### config.mk
export PLATFORM = sky130hd
export DESIGN_NAME = div_req_ctrl
export DESIGN_NICKNAME = d
export VERILOG_FILES = /design/src/rtl/div_pkg.sv /design/src/rtl/div_req_fifo.sv /design/src/rtl/div_req_ctrl.sv
export SDC_FILE = /design/constraint.sdc
export NUM_CORES = 1
export LEC_CHECK = 0
export BUFFER_PORTS_ARGS = -buffer_cell sky130_fd_sc_hd__buf_2
export CORE_UTILIZATION = 47
export DETAILED_ROUTE_END_ITERATION = 16
export MAX_ROUTING_LAYER = met4
export PLACE_DENSITY = 0.75
export SLEW_MARGIN = 20
export SYNTH_ARGS = -nofsm -noshare
export SYNTH_HDL_FRONTEND = slang
export SYNTH_SLANG_ARGS = --single-unit
### constraint.sdc
create_clock -name clk -period 4.9 [get_ports clk]
set_clock_uncertainty 0.1 [all_clocks]
set_input_delay 0.98 -clock clk [delete_from_list [all_inputs] [get_ports clk]]
set_output_delay 0.98 -clock clk [all_outputs]
set_load 0.03 [all_outputs]
### src/rtl/div_pkg.sv
`default_nettype none
// ============================================================================
//  Module      : div_pkg
//  Description : Shared widths, constants and FSM state type for the
//                divider request controller and its FIFO.
//  Contents    : DIV_A_W / DIV_B_W / DIV_Q_W / DIV_R_W operand and result
//                widths, DBZ_QUOT divide-by-zero quotient, div_state_e.
//  Revision    : 1.0  initial release
// ============================================================================
package div_pkg;

    localparam int DIV_A_W = 16;
    localparam int DIV_B_W = 8;
    localparam int DIV_Q_W = 16;
    localparam int DIV_R_W = 16;

    // Quotient reported when the divisor is zero (core output is ignored).
    localparam logic [DIV_Q_W-1:0] DBZ_QUOT = 16'hFFFF;

    // IDLE  : request FIFO empty, nothing on the core
    // EVAL  : FIFO head is being evaluated by the core this cycle
    // STALL : head evaluated, waiting for the output register to free up
    typedef enum logic [1:0] {
        IDLE  = 2'd0,
        EVAL  = 2'd1,
        STALL = 2'd2
    } div_state_e;

endpackage : div_pkg
`default_nettype wire

### src/rtl/div_req_fifo.sv
`default_nettype none
// ============================================================================
//  Module      : div_req_fifo
//  Description : In-order synchronous FIFO, DEPTH x WIDTH, wrap-around
//                pointers plus an occupancy counter. Pushes when full and
//                pops when empty are ignored.
//  Ports       : clk, rst (async, active-high)
//                push, push_data  - write side
//                pop              - advance the head
//                head_data        - current head entry (undefined if empty)
//                empty, count     - occupancy status
//  Revision    : 1.0  initial release
// ============================================================================
module div_req_fifo #(
    parameter int DEPTH = 4,
    parameter int WIDTH = 28
) (
    input  logic                         clk,
    input  logic                         rst,
    input  logic                         push,
    input  logic [WIDTH-1:0]             push_data,
    input  logic                         pop,
    output logic [WIDTH-1:0]             head_data,
    output logic                         empty,
    output logic [$clog2(DEPTH+1)-1:0]   count
);

    localparam int c_ptr_w = (DEPTH > 1) ? $clog2(DEPTH) : 1;
    localparam int c_cnt_w = $clog2(DEPTH+1);
    localparam logic [c_cnt_w-1:0] c_depth = c_cnt_w'(DEPTH);

    logic [WIDTH-1:0]   r_mem [DEPTH];
    logic [c_ptr_w-1:0] r_wr_ptr;
    logic [c_ptr_w-1:0] r_rd_ptr;
    logic [c_cnt_w-1:0] r_count;
    logic               w_do_push;
    logic               w_do_pop;

    assign w_do_push = push & (r_count != c_depth);
    assign w_do_pop  = pop  & (r_count != '0);

    assign head_data = r_mem[r_rd_ptr];
    assign empty     = (r_count == '0);
    assign count     = r_count;

    // Storage carries no reset: contents are only observed while count != 0.
    always_ff @(posedge clk) begin
        if (w_do_push) begin
            r_mem[r_wr_ptr] <= push_data;
        end
    end

    // DEPTH is a power of two, so pointer wrap is the natural overflow.
    always_ff @(posedge clk or posedge rst) begin
        if (rst) begin
            r_wr_ptr <= '0;
            r_rd_ptr <= '0;
            r_count  <= '0;
        end else begin
            if (w_do_push) begin
                r_wr_ptr <= r_wr_ptr + 1'b1;
            end
            if (w_do_pop) begin
                r_rd_ptr <= r_rd_ptr + 1'b1;
            end
            case ({w_do_push, w_do_pop})
                2'b10:   r_count <= r_count + 1'b1;
                2'b01:   r_count <= r_count - 1'b1;
                default: r_count <= r_count;
            endcase
        end
    end

endmodule : div_req_fifo
`default_nettype wire

### src/rtl/div_req_ctrl.sv
`default_nettype none
// ============================================================================
//  Module      : div_req_ctrl
//  Description : Request front-end / result back-end for a combinational
//                16-by-8 divider core. Buffers requests in a FIFO, presents
//                the head to the core for one cycle and captures quotient,
//                remainder, tag and divide-by-zero status into a registered,
//                back-pressurable output.
//  Ports       : clk, rst (async, active-high)
//                in_valid/in_ready, in_a, in_b, in_tag  - request input
//                div_a, div_b -> core, div_quot, div_rem <- core
//                out_valid/out_ready, out_quot, out_rem, out_tag, out_dbz
//                count (FIFO occupancy), busy
//  Revision    : 1.0  initial release
// ============================================================================
module div_req_ctrl
    import div_pkg::*;
#(
    parameter int DEPTH = 4,
    parameter int TAG_W = 4
) (
    input  logic                         clk,
    input  logic                         rst,
    input  logic                         in_valid,
    output logic                         in_ready,
    input  logic [DIV_A_W-1:0]           in_a,
    input  logic [DIV_B_W-1:0]           in_b,
    input  logic [TAG_W-1:0]             in_tag,
    output logic [DIV_A_W-1:0]           div_a,
    output logic [DIV_B_W-1:0]           div_b,
    input  logic [DIV_Q_W-1:0]           div_quot,
    input  logic [DIV_R_W-1:0]           div_rem,
    output logic                         out_valid,
    input  logic                         out_ready,
    output logic [DIV_Q_W-1:0]           out_quot,
    output logic [DIV_R_W-1:0]           out_rem,
    output logic [TAG_W-1:0]             out_tag,
    output logic                         out_dbz,
    output logic [$clog2(DEPTH+1)-1:0]   count,
    output logic                         busy
);

    localparam int c_cnt_w   = $clog2(DEPTH+1);
    localparam int c_entry_w = DIV_A_W + DIV_B_W + TAG_W;
    localparam logic [c_cnt_w-1:0] c_depth = c_cnt_w'(DEPTH);
    localparam logic [c_cnt_w-1:0] c_one   = c_cnt_w'(1);

    div_state_e           r_state;
    logic                 w_push;
    logic                 w_capture;
    logic                 w_more;
    logic                 w_empty;
    logic                 w_dbz;
    logic [c_entry_w-1:0] w_push_data;
    logic [c_entry_w-1:0] w_head;
    logic [DIV_A_W-1:0]   w_head_a;
    logic [DIV_B_W-1:0]   w_head_b;
    logic [TAG_W-1:0]     w_head_tag;

    // Ready looks only at the registered occupancy; a pop in the same cycle
    // does not open a slot for a push.
    assign in_ready    = (count < c_depth);
    assign w_push      = in_valid & in_ready;
    assign w_push_data = {in_tag, in_b, in_a};

    div_req_fifo #(
        .DEPTH (DEPTH),
        .WIDTH (c_entry_w)
    ) u_fifo (
        .clk       (clk),
        .rst       (rst),
        .push      (w_push),
        .push_data (w_push_data),
        .pop       (w_capture),
        .head_data (w_head),
        .empty     (w_empty),
        .count     (count)
    );

    assign w_head_a   = w_head[DIV_A_W-1:0];
    assign w_head_b   = w_head[DIV_A_W +: DIV_B_W];
    assign w_head_tag = w_head[DIV_A_W+DIV_B_W +: TAG_W];

    // Quiet operands into the core when there is nothing to evaluate.
    assign div_a = w_empty ? '0 : w_head_a;
    assign div_b = w_empty ? '0 : w_head_b;

    assign w_dbz     = (w_head_b == '0);
    // EVAL/STALL always imply a non-empty FIFO, so capture never pops empty.
    assign w_capture = (r_state != IDLE) & (~out_valid | out_ready);
    // Another head will be on the core after this capture.
    assign w_more    = (count > c_one) | w_push;

    assign busy = (count != '0) | out_valid;

    always_ff @(posedge clk or posedge rst) begin
        if (rst) begin
            r_state   <= IDLE;
            out_valid <= 1'b0;
            out_quot  <= '0;
            out_rem   <= '0;
            out_tag   <= '0;
            out_dbz   <= 1'b0;
        end else begin
            case (r_state)
                IDLE: begin
                    if (w_push) begin
                        r_state <= EVAL;
                    end
                end
                EVAL, STALL: begin
                    if (w_capture) begin
                        r_state <= w_more ? EVAL : IDLE;
                    end else begin
                        r_state <= STALL;
                    end
                end
                default: r_state <= IDLE;
            endcase

            if (w_capture) begin
                out_valid <= 1'b1;
                out_tag   <= w_head_tag;
                out_dbz   <= w_dbz;
                // Core result is meaningless for a zero divisor.
                out_quot  <= w_dbz ? DBZ_QUOT : div_quot;
                out_rem   <= w_dbz ? w_head_a : div_rem;
            end else if (out_ready) begin
                out_valid <= 1'b0;
            end
        end
    end

endmodule : div_req_ctrl
`default_nettype wire

=== Yosys cells after proc, flatten, opt, wreduce, memory -nomap -nowiden ===
Memories as Yosys holds them, arrays and structs flattened.
Index checks and enable logic that the tools add are counted.
Widths: inputs -> output; s select.

* Multiplexer cells: 13
* Equal/unequal tests: 6
* Reductions and logical operators: 8
* Magnitude comparators: 2
* Add/subtract/negate cells: 4
* Bitwise operators: 8

{| class="wikitable"
|+ Operators by type and width
! operator !! count
|-
| $mux 16 || 3
|-
| $logic_not 8->1 || 1
|-
| $mux 8 || 1
|-
| $pmux 3 s2 || 1
|-
| $reduce_bool 2->1 || 3
|-
| $mux 1 || 5
|-
| $add 2x1->2 const B || 2
|-
| $and 1x1->1 || 4
|-
| $eq 2x1->1 const B || 2
|-
| $eq 2x2->1 const B || 2
|-
| $mux 2 || 2
|-
| $pmux 2 s2 || 1
|-
| $add 3x1->3 const B || 1
|-
| $gt 3x1->1 const B || 1
|-
| $logic_not 3->1 || 1
|-
| $lt 3x3->1 const B || 1
|-
| $ne 3x3->1 const B || 1
|-
| $or 1x1->1 || 3
|-
| $reduce_bool 3->1 || 1
|-
| $sub 3x1->3 const B || 1
|-
| $logic_not 2->1 || 1
|-
| $ne 2x1->1 const B || 1
|-
| $reduce_or 2->1 || 1
|-
| $not 1->1 || 1
|}

* Bits of input ports: 64
* Output and inout port bits: 67
* Logic and storage cells: 51
* Bits in registers: 47
* Memories kept: 1
* RAM bits: 112

{| class="wikitable"
|+ Memory list
! name !! words !! bits a word !! rd ports !! clocked after memory_dff !! write ports !! RTL line !! RTL
|-
| u_fifo.r_mem || 4 || 28 || 1 || 0 || 1 || div_req_fifo.sv:32 || <nowiki>logic [WIDTH-1:0] r_mem [DEPTH];</nowiki>
|}

=== Longest topological paths before layout ===
Gate-level depths: netlist of run 1.

* Word-level depth: 6
* Mapped depth: 9
* Gate-level depth less buffers: 8

=== By module ===
A second synthesis of run 1 with hierarchy kept.

* Cell total of the unflattened synthesis: 395
* Area total of the unflattened synthesis: 6551.3 um2

{| class="wikitable"
|+ By module, submodules not included
! module !! instances !! cells each !! seq. area each (um2) !! area an instance (um2)
|-
| div_req_fifo || 1 || 184 || 3538.4 || 4474.3
|-
| div_req_ctrl || 1 || 211 || 1001.0 || 2077.0
|}

=== Least setup slack after synthesis of run 1 ===
Ideal clock, no wire load.

* Kind: register to output
* Start point: register u_fifo.r_rd_ptr[0]
* End point: output port div_a[10]
* Stages on the path, launching flop included: 5
* Arrival time: 1.872 ns
* Slack: 1.948 ns
* Cell sequence: dfrtp_1 buf_6 buf_1 mux4_2 and2_1

* Longest elaborated chain between the ends: 2

{| class="wikitable"
|+ Ends and longest elaborated chain
! what !! RTL line !! RTL
|-
| start, declared || div_req_fifo.sv:34 || <nowiki>logic [c_ptr_w-1:0] r_rd_ptr;</nowiki>
|-
| start signal, assigned || div_req_fifo.sv:64 || <nowiki>r_rd_ptr <= r_rd_ptr + 1'b1;</nowiki>
|-
| $mem_v2 4x28 || - ||
|-
| $mux 16 || div_req_ctrl.sv:85 || <nowiki>assign div_a = w_empty ? '0 : w_head_a;</nowiki>
|-
| end, declared || div_req_ctrl.sv:29 || <nowiki>output logic [DIV_A_W-1:0] div_a,</nowiki>
|}

Every way passes these cells.

=== Worst setup path in the final report of run 1 ===
* Start point: register u_fifo.r_rd_ptr[0]
* End point: output port div_a[15]

Same word-level chain as after synthesis.

==> reports/qor.yml, run 1 <==
outcome: "completed"
finalSetupTns_ns: 0
seq_power_share_pct: 34.6
antenna_found_initial: 3
cpPeakStageDelay_ns: 0.72
fmax_mhz: 280
clkTransAtPathRegs_ns: 0.06
crit_family: "flip-flops"
p_comb_share_pct: 39.9
setup_ws_ns: 1.33
clock_latency_ns: 0.42
hold_class: "reg -> reg"
rows: 42
final_cells: 741
avgSynthCellArea_sq_um: 15.6
wl_mm: 14.3
grt_max_degree: 48
post-place-ws_ns: 1.58
ant_nets: 0
cellPowerDensity_mw_per_mm2: 711
overflow: 0
fin_crit_sh_pct: 72.8
p_int_mw: 3.47
yosysTopAreaCell: "edfxtp_1"
synth_cell_type_count: 34
ir_drop_uv: 324
synth-xor-area-share_pct: 0.798
fill_cells: 1040
crit_path_end_kind: "output port"
dieWidth_um: 120
gp_congestion: 0.760
vias_per_cell: 5.46
dpl.hpwl_mm: 9.27
drt_iter0_drc: 310
power.leakage_nw: 3.16
p_clk_share_pct: 25.5
netlist_top_cells_area: "edfxtp_1 51%, dfrtp_1 18%, mux4_2 8.9%"
syn_inst: 422
cp_max_fo: 17
setup_viol: 0
layout_commonest_cell: "buf_2"
numPortBuffers: 130
cts_root_buffer: "clkbuf_16"
synthSimpleGateAreaFrac_pct: 10.9
swShare_pct: 39.2
final_cell_mix: "130 x buf_2, 112 x edfxtp_1, 46 x dfrtp_1"
die_area_sq_mm: 0.0145
synth_seq_cells: 159
synth_compound_area_share_pct: 4.66
ys_warn_count: 0
grt_setup_unrepaired: "no"
maxCapViolCount: 0
arrival_ns: 2.49
syn_area_sq_mm: 0.00658
synth_top_area_share_pct: 51.1
grt_pass1_vias: 4018
worst_pin_slew_ns: 1.09
hold_violations: 0
min_period_ns: 3.57
h-tree-depth: 4
cts_hold_buf: 0
vias: 4044
synthMuxAreaShare_pct: 9.85
wire_per_inst_um: 19.4
cts_resized: 0
cts_setup_buffers: 0
drc: 0
initial_utilization_pct: 48.9
io_pins: 131
die_y_um: 120
crit_buf_inv: 2
drt_pass1_iterations: 5
synth_top_family_by_area: "simple AND/OR/NAND/NOR gates"
clockBufferDepth: 2
p_switching_mw: 2.24
p_total_mw: 5.70
cts.sinks: 159
start_kind: "flip-flop"
syn_to_final_growth_pct: 21.9
grt_pass1_wl_mm: 22.2
numCtsBuffers: 17
place_inst: 706
syn-num-nets: 497
cp_cell_sequence: "buf_4 > mux4_2 > and2_1 > buf_2"
cpMaxStageDelayCell: "dfrtp_2"
synthAdderAreaFrac_pct: 2.09
crit_type: "reg -> out"
nets: 624
ys_seq_area_share_pct: 69.0
cts_tree: "built"
worstPathRequired_ns: 3.82
relSlewSlack_pct: 26.7
core_sq_mm: 0.0135
drive_above_1_share_pct: 38.1
slew_violations: 0
grt_usage_pct: 21.7
==> through the flow <==
step	utilization, %	hold slack (ns)	instance area (sq um)
floorplan	-	0.404	6580
global placement	54.7	0.356	7350
detailed placement	54.7	0.360	7350
CTS	59.6	0.376	8020
global route	59.7	0.410	8030
finish	59.7	0.375	8030
==> worst reg2reg max path: stages, from the launching register on <==
cell and delay (ns):
dfrtp_2 0.72, mux4_1 0.74, nor4_4 0.96, nand2_2 0.45, a21oi_1 0.28
==> layout make-up <==
class / count / area, sq um / share of cell area [%]
multi-input combinational: 227 / 1880 / 23.4
sequential: 159 / 4540 / 56.6
tap: 176 / 220 / 2.74
inverter: 10 / 38.8 / 0.483
clock buffer: 20 / 457 / 5.69
clock inverter: 12 / 205 / 2.56
timing repair buffer: 134 / 681 / 8.48
antenna: 3 / 7.51 / 0.0935
==> synth_stat cells, drive strengths merged <==
master	number
xor2	1
nor2b	2
nand2b	1
inv	10
xnor2	5
a2111oi	1
nand2	35
clkbuf	16
edfxtp	112
o211ai	16
or2	2
o21bai	1
o21ai	3
or4	2
o22ai	1
nor4	2
dfrtp	47
nand3	17
nand4	16
o32ai	1
and2	28
mux4	28
buf	10
nor2	35
ha	11
mux2i	1
a21oi	18
==> flip-flops by register name, summed over array words and instances, names as in the netlist <==
signal and flops:
out_dbz 1, out_tag 4, u_fifo.count 3, out_rem 16, u_fifo.r_rd_ptr 2, out_quot 16, r_state 2, out_valid 1
u_fifo.r_wr_ptr 2, u_fifo.r_mem 112
==> worst paths after layout <==
| check | to | from | slack (ns) | depth (start not counted) |
|---|---|---|---|---|
| min in group asynchronous | u_fifo.r_rd_ptr[1]$_DFFE_PP0P_ | rst | 0.60 | 2 |
| worst max register to register | out_quot[13]$_DFFE_PP0P_ | u_fifo.r_rd_ptr[0]$_DFFE_PP0P_ | 1.57 | 4 |
| worst max-delay path | div_a[15] | u_fifo.r_rd_ptr[0]$_DFFE_PP0P_ | 1.33 | 4 |
| max in group asynchronous | u_fifo.r_rd_ptr[0]$_DFFE_PP0P_ | rst | 3.52 | 2 |
| worst min register to register | out_tag[0]$_DFFE_PP0P_ | out_tag[0]$_DFFE_PP0P_ | 0.37 | 2 |
| worst min-delay path | out_tag[0]$_DFFE_PP0P_ | out_tag[0]$_DFFE_PP0P_ | 0.37 | 2 |
==> cell families after synthesis <==
| kind of cell | Yosys count |
|---|---|
| XOR/XNOR | 6 |
| multiplexers | 29 |
| flip-flops | 159 |
| AND/OR/NAND/NOR | 140 |
| adder cells (fa/ha/maj) | 11 |
| AO/OA/AOI/OAI | 41 |
| buffers and inverters | 36 |
==> metal layers <==
metal / wire, um / up-vias / GRT usage, %
met2: 6910 / 158 / 33.3
met4: 212 / 0 / 7.64
met5: 0 / - / -
met3: 1020 / 17 / 5.42
li1: - / 1842 / -
met1: 6200 / 2027 / 28.4
==> power groups by stage <==
stage          Clock (mW)  Sequential (mW)  Combinational [mW]
2_1_floorplan           0             2.23                1.42
3_3_place_gp            0             1.98                2.24
3_5_place_dp            0             2.00                2.29
4_1_cts              1.47             1.98                2.30
5_1_grt              1.53             2.01                2.44
6_report             1.45             1.97                2.28
No activity file was read; power rests on OpenSTA's default activity.
==> inputs of run 2 (changes only) <==
==> constraint.sdc (replaced) <==
create_clock -name clk -period 3.75 [get_ports clk]
set_clock_uncertainty 0.1 [all_clocks]
set_input_delay 0.75 -clock clk [delete_from_list [all_inputs] [get_ports clk]]
set_output_delay 0.75 -clock clk [all_outputs]
set_load 0.03 [all_outputs]
==> run 2 against run 1 <==
  * Non-clock buffer count up 4
  * Utilization shrank 0.17 points
  * Die area unchanged
  * Hold slack got worse by 0.039 ns
  * Sequential share of layout area up 0.16 points
  * Combinational power increased by 33%
  * Count of clock-buffer cells in the layout decreased by 1
  * Flip-flop and latch count is the same
  * Sequential power grew 28%
  * Global-route usage decreased by 0.34 points
  * Cell count grew 0.40%
  * Via count about the same
==> reports/qor.yml, run 2 (synthesized netlist as in run 1, its figures left out) <==
outcome: "completed"
relSlewSlack_pct: 39.0  # +12 points
dieWidth_um: 120  # unchanged
clkTransAtPathRegs_ns: 0.06  # about the same
r2r-start: "u_fifo.r_rd_ptr[0]$_DFFE_PP0P_"
cts.sinks: 159  # unchanged
crit_path_end_kind: "output port"
vias: 4040  # -0.099%
hold_class: "in -> async"
numPortBuffers: 130  # unchanged
vias_per_cell: 5.43  # -0.50%
cts_resized: 0  # unchanged
min_period_ns: 3.27
fmax_mhz: 306
drc: 0  # unchanged
cellPowerDensity_mw_per_mm2: 916  # +29%
core_sq_mm: 0.0135  # unchanged
r2r-end: "out_rem[5]$_DFFE_PP0P_"
initial_utilization_pct: 48.9  # unchanged
nets: 628  # +0.64%
finalSetupTns_ns: 0  # unchanged
io_pins: 131  # unchanged
die_area_sq_mm: 0.0145  # unchanged
clockBufferDepth: 2  # unchanged
die_y_um: 120  # unchanged
cts_hold_buf: 0  # unchanged
critPathCapture: "busy"
maxCapViolCount: 0  # unchanged
cts_root_buffer: "clkbuf_16"
largestRegisters: "u_fifo.r_mem (112), out_quot (16), out_rem (16)"
antenna_found_initial: 2  # -1
cp_max_fo: 26  # +9
largest_register_ff_count: 112  # unchanged
p_total_mw: 7.33  # +29%
gp_congestion: 0.753  # -0.99%
swShare_pct: 39.9  # +0.66 points
grt_pass1_wl_mm: 22.0  # -0.72%
dpl.hpwl_mm: 9.21  # -0.65%
wire_per_inst_um: 19.1  # -1.2%
p_int_mw: 4.41  # +27%
crit_type: "reg -> out"
p_comb_share_pct: 41.5  # +1.6 points
worstPathRequired_ns: 2.90  # -0.92 ns
power.leakage_nw: 3.15  # -0.29%
overflow: 0  # unchanged
layout_commonest_cell: "buf_2"
start_kind: "flip-flop"
timing.hold.ws_ns: 0.336  # -0.0389 ns
crit_family: "simple AND/OR/NAND/NOR gates"
clock_latency_ns: 0.42  # about the same
p_clk_share_pct: 24.0  # -1.5 points
cts_setup_buffers: 0  # unchanged
cp-startpoint: "u_fifo.count[0]$_DFFE_PP0P_"
numCtsBuffers: 17  # unchanged
r2r_setup_slack_ns: 0.91  # -0.66 ns
crit_buf_inv: 2  # unchanged
regMostFlops: "u_fifo.r_mem"
drive_above_1_share_pct: 38.7  # +0.61 points
h-tree-depth: 4  # unchanged
grt_usage_pct: 21.4  # -0.34 points
wl_mm: 14.2  # -0.76%
rows: 42  # unchanged
setup_viol: 0  # unchanged
cpMaxStageDelayCell: "nand2_1"
grt_max_degree: 40  # -17%
final_cell_mix: "130 x buf_2, 112 x edfxtp_1, 46 x dfrtp_1"
fin_crit_sh_pct: 87.2
cp_cell_sequence: "inv_1 > ha_1 > nand2_1 > or2_2 > buf_2"
seq_power_share_pct: 34.5  # about the same
ant_nets: 0  # unchanged
slew_violations: 0  # unchanged
drt_iter0_drc: 223  # -28%
arrival_ns: 2.42  # -0.07 ns
ff2ff_path_depth: 4  # unchanged
grt_pass1_vias: 4159  # +3.5%
cts_tree: "built"
syn_to_final_growth_pct: 21.6
hold_violations: 0  # unchanged
worst_pin_slew_ns: 0.913  # -0.178 ns
drt_pass1_iterations: 4  # -1
grt_setup_unrepaired: "no"
p_switching_mw: 2.92  # +31%
cpPeakStageDelay_ns: 0.54  # -0.18 ns
cp.depth: 5  # +1
ir_drop_uv: 503  # +55%
[run 2: cell count changes in the layout (fill, tap and decap cells not counted), sizes merged]
cell / delta
clkinv: -1
inv: +1
diode: -1
bufinv: -2
clkinvlp: +3
clkbuf: -1
buf: +4
[run 2: worst min path at each step]
stage	from	end	slack, ns
floorplan	r_state[1]$_DFFE_PP0P_	r_state[1]$_DFFE_PP0P_	0.40
global route	rst	out_rem[1]$_DFFE_PP0P_	0.39
CTS	rst	out_rem[8]$_DFFE_PP0P_	0.34
detailed placement	out_tag[0]$_DFFE_PP0P_	out_tag[0]$_DFFE_PP0P_	0.37
global placement	out_rem[8]$_DFFE_PP0P_	out_rem[8]$_DFFE_PP0P_	0.36
finish	rst	out_rem[8]$_DFFE_PP0P_	0.34
[run 2: per-stage QoR]
step / util (%) / setup WS, ns / cell area (sq um) / instances
2_1_floorplan: - / 1.03 / 6580 / 422
3_3_place_gp: 54.9 / 0.922 / 7380 / 710
3_5_place_dp: 54.9 / 0.915 / 7380 / 710
4_1_cts: 59.4 / 0.435 / 8000 / 742
5_1_grt: 59.5 / 0.320 / 8000 / 744
6_report: 59.5 / 0.480 / 8000 / 744
[run 2: per-layer routing]
layer  share of wire, %  up-vias  routed length [um]  track usage, %
li1                   -     1845                   -               -
met1                 42     1990                6020            26.5
met2                 48      175                6860            33.2
met3                7.1       30                1010            5.66
met4                2.5        0                 351            9.72
met5                  0        -                   0               -
[run 2: power by group through the flow]
stage / combinational (mW) / sequential (mW) / clock (mW)
6_report: 3.04 / 2.53 / 1.76
2_1_floorplan: 1.86 / 2.91 / 0
5_1_grt: 3.27 / 2.58 / 1.85
3_5_place_dp: 3.06 / 2.57 / 0
4_1_cts: 3.07 / 2.54 / 1.79
3_3_place_gp: 3.00 / 2.54 / 0
[run 2: area by class of cell]
type,instances,area [sq um]
fill,1061,5450
sequential,159,4540
multi-input combinational,227,1880
clock inverter,13,160
tap,176,220
timing repair buffer,138,711
inverter,10,37.5
antenna,2,5.00
clock buffer,19,453
[run 2: worst reg2reg max path, delay by kind of cell, from the launching register on]
kind,cells,cell delay (ns)
simple gates,2,1.08
flops,1,0.53
mux,1,0.67
compound gates,1,0.35
